<file path="config.mk">
export PLATFORM = sky130hd
export DESIGN_NAME = register_file_scoreboard
export DESIGN_NICKNAME = d
export VERILOG_FILES = /design/src/rtl/register_file_scoreboard_pkg.sv /design/src/rtl/register_file_scoreboard_busy_scoreboard.sv /design/src/rtl/register_file_scoreboard.sv
export SDC_FILE = /design/constraint.sdc
export NUM_CORES = 1
export LEC_CHECK = 0
export BUFFER_PORTS_ARGS = -buffer_cell sky130_fd_sc_hd__buf_2
export CAP_MARGIN = 0
export CORE_MARGIN = 2
export CORE_UTILIZATION = 58
export CTS_CLUSTER_SIZE = 20
export DETAILED_ROUTE_END_ITERATION = 7
export PLACE_DENSITY = 0.83
export RECOVER_POWER = 50
export SETUP_SLACK_MARGIN = 0.1
export SLEW_MARGIN = 0
export SYNTH_ARGS = -nofsm -noshare
export SYNTH_HDL_FRONTEND = slang
export SYNTH_SLANG_ARGS = --single-unit
</file>
<file path="constraint.sdc">
create_clock -name clock -period 9.8 [get_ports clock]
set_clock_uncertainty 0.15 [all_clocks]
set_input_delay 2.94 -clock clock [delete_from_list [all_inputs] [get_ports clock]]
set_output_delay 2.94 -clock clock [all_outputs]
set_load 0.005 [all_outputs]
</file>
<file path="src/rtl/register_file_scoreboard_pkg.sv">
// rtl/register_file_scoreboard_pkg.sv - shared register-file defaults and the hardwired zero register
package register_file_scoreboard_pkg;
   localparam int DEF_DATA_W = 8;
   localparam int DEF_ADDR_W = 3;
   localparam int ZERO_REG   = 0;
endpackage

</file>
<file path="src/rtl/register_file_scoreboard_busy_scoreboard.sv">
// rtl/register_file_scoreboard_busy_scoreboard.sv - per-register pending bits, busy count and per-port busy lookup
module busy_scoreboard
   import register_file_scoreboard_pkg::*;
#(
   parameter int ADDR_W = DEF_ADDR_W
)
(
   input  logic              i_clk,
   input  logic              i_rst,
   input  logic              i_set_valid,
   input  logic [ADDR_W-1:0] i_set_reg,
   input  logic              i_clr_valid,
   input  logic [ADDR_W-1:0] i_clr_reg,
   input  logic [ADDR_W-1:0] i_rd_reg1,
   input  logic [ADDR_W-1:0] i_rd_reg2,
   output logic              o_busy1,
   output logic              o_busy2,
   output logic [ADDR_W:0]   o_busy_count
);
   localparam int DEPTH = 1 << ADDR_W;

   logic [DEPTH-1:0] r_busy;
   logic [DEPTH-1:0] w_busy_next;
   logic [ADDR_W:0]  r_busy_count;
   logic [ADDR_W:0]  w_count_next;
   logic             w_inc;
   logic             w_dec;

   // A new producer outranks a retiring one on the same register.
   always_comb begin
      w_busy_next = r_busy;
      w_inc       = 1'b0;
      w_dec       = 1'b0;
      for (int r = 1; r < DEPTH; r++) begin
         if (i_set_valid && (i_set_reg == ADDR_W'(r))) begin
            w_busy_next[r] = 1'b1;
            if (!r_busy[r]) w_inc = 1'b1;
         end else if (i_clr_valid && (i_clr_reg == ADDR_W'(r))) begin
            w_busy_next[r] = 1'b0;
            if (r_busy[r]) w_dec = 1'b1;
         end
      end
      w_busy_next[ZERO_REG] = 1'b0;
      w_count_next = r_busy_count + {{ADDR_W{1'b0}}, w_inc} - {{ADDR_W{1'b0}}, w_dec};
   end

   always_ff @(posedge i_clk or posedge i_rst) begin
      if (i_rst) begin
         r_busy       <= '0;
         r_busy_count <= '0;
      end else begin
         r_busy       <= w_busy_next;
         r_busy_count <= w_count_next;
      end
   end

   assign o_busy1      = r_busy[i_rd_reg1];
   assign o_busy2      = r_busy[i_rd_reg2];
   assign o_busy_count = r_busy_count;

   a_no_underflow: assert property (@(posedge i_clk) disable iff (i_rst)
      !(w_dec && !w_inc && (r_busy_count == '0)));
   a_no_overflow: assert property (@(posedge i_clk) disable iff (i_rst)
      !(w_inc && !w_dec && (r_busy_count == (ADDR_W+1)'(DEPTH-1))));
endmodule

</file>
<file path="src/rtl/register_file_scoreboard.sv">
// rtl/register_file_scoreboard.sv - 2R/1W register file with write-to-read bypass and busy scoreboard
module register_file_scoreboard
   import register_file_scoreboard_pkg::*;
#(
   parameter int DATA_W = DEF_DATA_W,
   parameter int ADDR_W = DEF_ADDR_W,
   parameter int BYPASS = 1
)
(
   input  logic              clock,
   input  logic              reset,
   input  logic [ADDR_W-1:0] readRegister1,
   input  logic [ADDR_W-1:0] readRegister2,
   output logic [DATA_W-1:0] readData1,
   output logic [DATA_W-1:0] readData2,
   output logic              readBusy1,
   output logic              readBusy2,
   input  logic              issueValid,
   input  logic [ADDR_W-1:0] issueRegister,
   input  logic              regWrite,
   input  logic [ADDR_W-1:0] writeRegister,
   input  logic [DATA_W-1:0] writeData,
   output logic [ADDR_W:0]   busyCount
);
   localparam int DEPTH = 1 << ADDR_W;
   localparam logic [ADDR_W-1:0] ZERO_ADDR = ADDR_W'(ZERO_REG);

   logic [DATA_W-1:0] r_mem [DEPTH];
   logic              w_wr_en;
   logic              w_busy1;
   logic              w_busy2;
   logic              w_hit1;
   logic              w_hit2;

   assign w_wr_en = regWrite && (writeRegister != ZERO_ADDR);

   always_ff @(posedge clock or posedge reset) begin
      if (reset) begin
         for (int i = 0; i < DEPTH; i++) r_mem[i] <= '0;
      end else if (w_wr_en) begin
         r_mem[writeRegister] <= writeData;
      end
   end

   busy_scoreboard #(.ADDR_W(ADDR_W)) u_busy (
      .i_clk        (clock),
      .i_rst        (reset),
      .i_set_valid  (issueValid),
      .i_set_reg    (issueRegister),
      .i_clr_valid  (regWrite),
      .i_clr_reg    (writeRegister),
      .i_rd_reg1    (readRegister1),
      .i_rd_reg2    (readRegister2),
      .o_busy1      (w_busy1),
      .o_busy2      (w_busy2),
      .o_busy_count (busyCount)
   );

   // Forwarding a same-cycle writeback also hides the pending bit it is about to clear.
   assign w_hit1 = (BYPASS != 0) && w_wr_en && (writeRegister == readRegister1);
   assign w_hit2 = (BYPASS != 0) && w_wr_en && (writeRegister == readRegister2);

   always_comb begin
      readData1 = '0;
      readBusy1 = 1'b0;
      if (!reset && (readRegister1 != ZERO_ADDR)) begin
         readData1 = w_hit1 ? writeData : r_mem[readRegister1];
         readBusy1 = w_busy1 && !w_hit1;
      end
   end

   always_comb begin
      readData2 = '0;
      readBusy2 = 1'b0;
      if (!reset && (readRegister2 != ZERO_ADDR)) begin
         readData2 = w_hit2 ? writeData : r_mem[readRegister2];
         readBusy2 = w_busy2 && !w_hit2;
      end
   end
endmodule

</file>
After elaboration in Yosys (flattened, before gate mapping) --
Cells that the tools add are included.
Storage, ports and cells: memories 0, register bits 75, bits in read-only memories 0, latch bits 0, input port bits 24, memory bits (writable) 0
Cells by class: div/mod/pow operators 0, bitwise operators 3, add/subtract/negate cells 2, shifts and indexed selects 0, equality and inequality tests 16, muxes and demuxes 68, $mul 0, order comparisons 6, reduce and logical (&&, ||, !) cells 35
Operators by type and width (number):
- 8-bit 2-to-1 mux | 9
- 64-bit bitwise mux | 1
- 1-bit 2-to-1 mux | 53
- 8-bit binary-select mux with 3-bit select | 2
- 8-bit demux with 3-bit select | 1
- 3-bit equality test, second input constant | 8
- 1-bit logical AND | 22
- 2-bit nonzero test | 7
- 3-bit by 2-bit equality test with 1-bit output, second input constant | 4
- 4-bit greater-or-equal comparator, second input constant | 3
- 3-bit NOT with 4-bit output | 3
- 3-bit nonzero test | 3
- 3-bit by 4-bit < comparator with 1-bit output, second input constant | 2
- 1-bit binary-select mux with 3-bit select | 2
- 3-bit by 1-bit equality test with 1-bit output, second input constant | 2
- 3-bit equality test | 2
- 4-bit by 1-bit adder with 4-bit output | 1
- 4-bit by 1-bit < comparator with 1-bit output, second input constant | 1
- 4-bit by 1-bit subtractor with 4-bit output | 1
- 1-bit zero test | 3

Depth between registers and ports, before layout --
depth after elaboration 23, mapped depth 11, depth with buffers taken out 10

Cells and area by module --
From an unflattened synthesis, not the netlist that was laid out.
Second synthesis, totals: cells, all modules 359, area, all modules 4650.7 um^2
Modules (own cells, without submodules):
- register_file_scoreboard | times used 1, cells each 261, area each 3788.6 um^2, seq. area each 1601.5 um^2
- busy_scoreboard | times used 1, cells each 98, area each 862.1 um^2, seq. area each 275.3 um^2

Worst setup path before layout --
Ideal clock, no wire load.
path kind input -> output, from input reset, to output readData1[6], arrival 5.464 ns, setup slack 1.246 ns, path buffers 0, stages 3, cell sequence inv_1 -> o31ai_1 -> a211oi_1
Between the ends: word-level cells in the longest chain between the ends 3
Ends and longest elaborated chain:
- from (decl) | RTL line register_file_scoreboard.sv:11 | input logic reset,
- 1-bit zero test (no line)
- 1-bit logical AND | RTL line register_file_scoreboard.sv:66 | if (!reset && (readRegister1 != ZERO_ADDR)) begin
- 8-bit 2-to-1 mux | RTL line register_file_scoreboard.sv:66
- to (decl) | RTL line register_file_scoreboard.sv:14 | output logic [DATA_W-1:0] readData1,
No other way between the ends.

Worst setup path after layout --
from input readRegister1[1], to output readData1[2]
Between the ends: word-level cells in the longest chain between the ends 6
Ends and longest elaborated chain:
- from (decl) | RTL line register_file_scoreboard.sv:12 | input logic [ADDR_W-1:0] readRegister1,
- 3-bit NOT with 4-bit output (not written as such) | RTL line register_file_scoreboard.sv:67 | readData1 = w_hit1 ? writeData : r_mem[readRegister1];
- 8-bit binary-select mux with 3-bit select | RTL line register_file_scoreboard.sv:67
- 8-bit 2-to-1 mux (not written as such) (2 in series) | RTL line register_file_scoreboard.sv:67
- 8-bit 2-to-1 mux | RTL line register_file_scoreboard.sv:67
- 8-bit 2-to-1 mux * | RTL line register_file_scoreboard.sv:66
Mark *: on every way between the ends. The rest lies on a longest branch, timed or not. The select of a mux whose other input is x is not followed.

==> run_results.csv <==
group,metric,value,unit
floorplanning,num_io_pins,46,
cts,htree_levels,3,
timing,slew_violations,76,
detailed_routing,detail_route.first_pass.iterations,5,
cells_and_area,fill_cells,598,
detailed_routing,routed_wirelength,11000,um
power_and_ir_drop,p_per_area,186,nW/um^2
setup_path,cp_common_cell,"buf_2",
cts,post_cts_resized,0,
timing,finalCriticalPeriod,7.97,ns
synth,synth.distinct_cells,42,
cells_and_area,mostFrequentLayoutCell,"dfrtp_1",
synth,synth-seq-cells,75,
global_route,grt_pass1_vias,3369,
synth,ys.flop_type,"dfrtp_1",
floorplanning,fp.dieH,92.2,um
setup_path,crit_start,"readRegister1[1]",
cts,clk_latency,0.35,ns
power_and_ir_drop,power,913,uW
floorplanning,coreArea,7650,um^2
global_route,antenna_found_initial,0,
cts,cts_buffer_depth,2,
setup_path,worstPathMaxFanout,21,
detailed_routing,wl_per_cell,21.7,um
detailed_routing,drc,0,
synth,synth_top_cell_by_area,"dfrtp_1",
cts,cts.sinks,75,
global_route,grt_usage,27.9,%
setup_path,timing.rr.start,"u_busy.r_busy[7]",
floorplanning,fp.dieW,92.2,um
synth,synthTopCellsByArea,"dfrtp_1 42%, mux4_2 17%, mux2_2 10%, a211oi_1 5.5%, nand2_1 5.2%",
setup_path,worst_path_max_delay_cell,"or3b_1",
global_route,grt_pass1_wl,17700,um
run_status,failed_checks,"max-capacitance violations, max-slew violations",
detailed_routing,num_vias,3312,
place,detailed_place_hpwl,7250,um
setup_path,rr_worst_depth,10,
floorplanning,die_area,8490,um^2
timing,setup-tns-final,0,ns
synth,synthesis.nets,406,
cells_and_area,drive_gt1_share,34.9,%
global_route,grt_max_degree,76,
setup_path,worstSetupPathType,"input port to primary output",
cts,cts-root-buf,"clkbuf_8",
job,max_cap_violations,1,
setup_path,cp.arrival,4.88,ns
timing,grt_setup_unrepaired,"false",
timing,fmax,125,MHz
synth,synth-async-reset-ratio,100,%
setup_path,worst_r2r_endpoint,"u_busy.o_busy_count[2]",
synth,ys_seq_area_share,41.6,%
place,numPortBuffers,45,
floorplanning,rows,32,
cts,numCtsBuffers,9,
setup_path,reg2reg_slack,7.30,ns
timing,slew_headroom,-167,%
cts,clk_pin_slew,0.07,ns
synth,synth-edff-count,0,
min_path,hp-class,"register to register",
detailed_routing,drt_iter0_drc,247,
synth,synth.avg_cell_area,12.0,um^2
cells_and_area,synthToLayoutAreaGrowth,8.80,%
timing,setup_viol,0,
cells_and_area,fin_nets,428,
synth,yosysWarningCount,0,
global_route,globalRouteOverflowTotal,0,
setup_path,end_kind,"primary output",
cells_and_area,layout_common_cells,"75 x dfrtp_1, 63 x nand2_1, 44 x buf_2",
timing,hold_viol_final,0,
setup_path,max_stage_delay,0.44,ns
power_and_ir_drop,peakVddDrop,0.000111,V
cts,hold_buffers,0,
synth,syn_area,4510,um^2
setup_path,crit_path_cell_trace,"buf_2 -> or3b_1 -> a211o_1 -> a21o_1 -> a211oi_1 -> buf_2",
cts,cts_tree,"done",
synth,synthCells,377,
setup_path,critPathCapture,"readData1[2]",
setup_path,worstSetupStartpointType,"input port",
run_status,outcome,"finished, violations left",
cells_and_area,diodes,0,
detailed_routing,ant_nets,0,
power_and_ir_drop,p_leak,0.00213,uW
place,gp_congestion,0.906,
detailed_routing,viasPerCell,6.55,
timing,post-route-period-util,81.3,%
synth,synth.top_cell.area_share,41.6,%
timing,tightest_slew,4.01,ns
floorplanning,start_util,58.9,%
cts,cts_setup_buffers,0,
setup_path,critPathRequiredTime,6.71,ns
[worst min-delay path by stage]
stage                   start        end  slack (ns)  cells after the start
finish              r_mem[61]  r_mem[61]        0.25                      0
global route        r_mem[62]  r_mem[62]        0.27                      0
CTS                 r_mem[61]  r_mem[61]        0.25                      0
detailed placement  r_mem[61]  r_mem[61]        0.24                      0
global placement    r_mem[58]  r_mem[58]        0.23                      0
floorplan           r_mem[56]  r_mem[56]        0.29                      1
[state kept, by name, summed over array words and instances (netlist names)]
register and cells:
u_busy.r_busy 7, r_mem 64, u_busy.o_busy_count 4
[cell families (layout without fill, tap and decap cells)]
group | after synthesis | count (layout) | share of synthesized area (%)
multiplexers | 93 | 93 | 31.5
AO/OA/AOI/OAI | 60 | 60 | 10.0
AND/OR/NAND/NOR | 86 | 86 | 8.96
adder cells (fa/ha/maj) | 5 | 5 | 1.55
flip-flops | 75 | 75 | 41.6
XOR/XNOR | 7 | 7 | 1.36
buffers and inverters | 51 | 78 | 4.94
[synth_stat cells (3+ instances only)]
library cell / count
dfrtp_1: 75
mux4_2: 35
ha_1: 4
a211oi_1: 33
a32oi_1: 3
buf_2: 13
a21oi_1: 4
inv_1: 12
nor2b_1: 3
mux2_2: 41
o21ai_0: 5
nand4b_1: 4
xnor2_1: 7
nand2_1: 63
mux2i_1: 17
clkbuf_1: 22
[stage by stage]
step / worst slack [ns] / hold WS, ns / instance area, um^2 / util, % / std cells
after global routing: 1.70 / 0.269 / 4900 / 64.1 / 506
after detailed placement: 1.84 / 0.237 / 4730 / 61.8 / 490
after CTS: 1.83 / 0.254 / 4920 / 64.4 / 506
after floorplan: 1.25 / 0.291 / 4510 / - / 377
after global placement: 1.90 / 0.228 / 4730 / 61.8 / 490
final: 1.83 / 0.249 / 4900 / 64.1 / 506
[metal layers]
layer,vias up,routed length (um),GRT usage (%)
li1,1453,-,-
met1,1666,4330,35.3
met2,158,5610,46.2
met3,35,677,5.75
met4,0,337,13.1
met5,-,0,0
[final cells by class]
class / count / area (um^2) / share of cell area, %
sequential: 75 / 1880 / 38.3
inverter: 13 / 48.8 / 0.995
tap: 102 / 128 / 2.60
multi-input combinational: 251 / 2410 / 49.1
clock buffer: 9 / 124 / 2.53
clock inverter: 7 / 68.8 / 1.40
timing repair buffer: 49 / 250 / 5.10
[power breakdown]
| part | internal, uW | switching [uW] | total (uW) |
|---|---|---|---|
| clock | 116 | 117 | 233 |
| combinational | 143 | 110 | 253 |
| sequential | 374 | 52.9 | 427 |
| total | 633 | 280 | 913 |
[critical path: cells and delay by family]
| family | cells | cell delay, ns |
|---|---|---|
| compound gates | 3 | 1.04 |
| buf+inv | 2 | 0.45 |
| simple gates | 1 | 0.44 |
(Power assumes the default switching activity.)
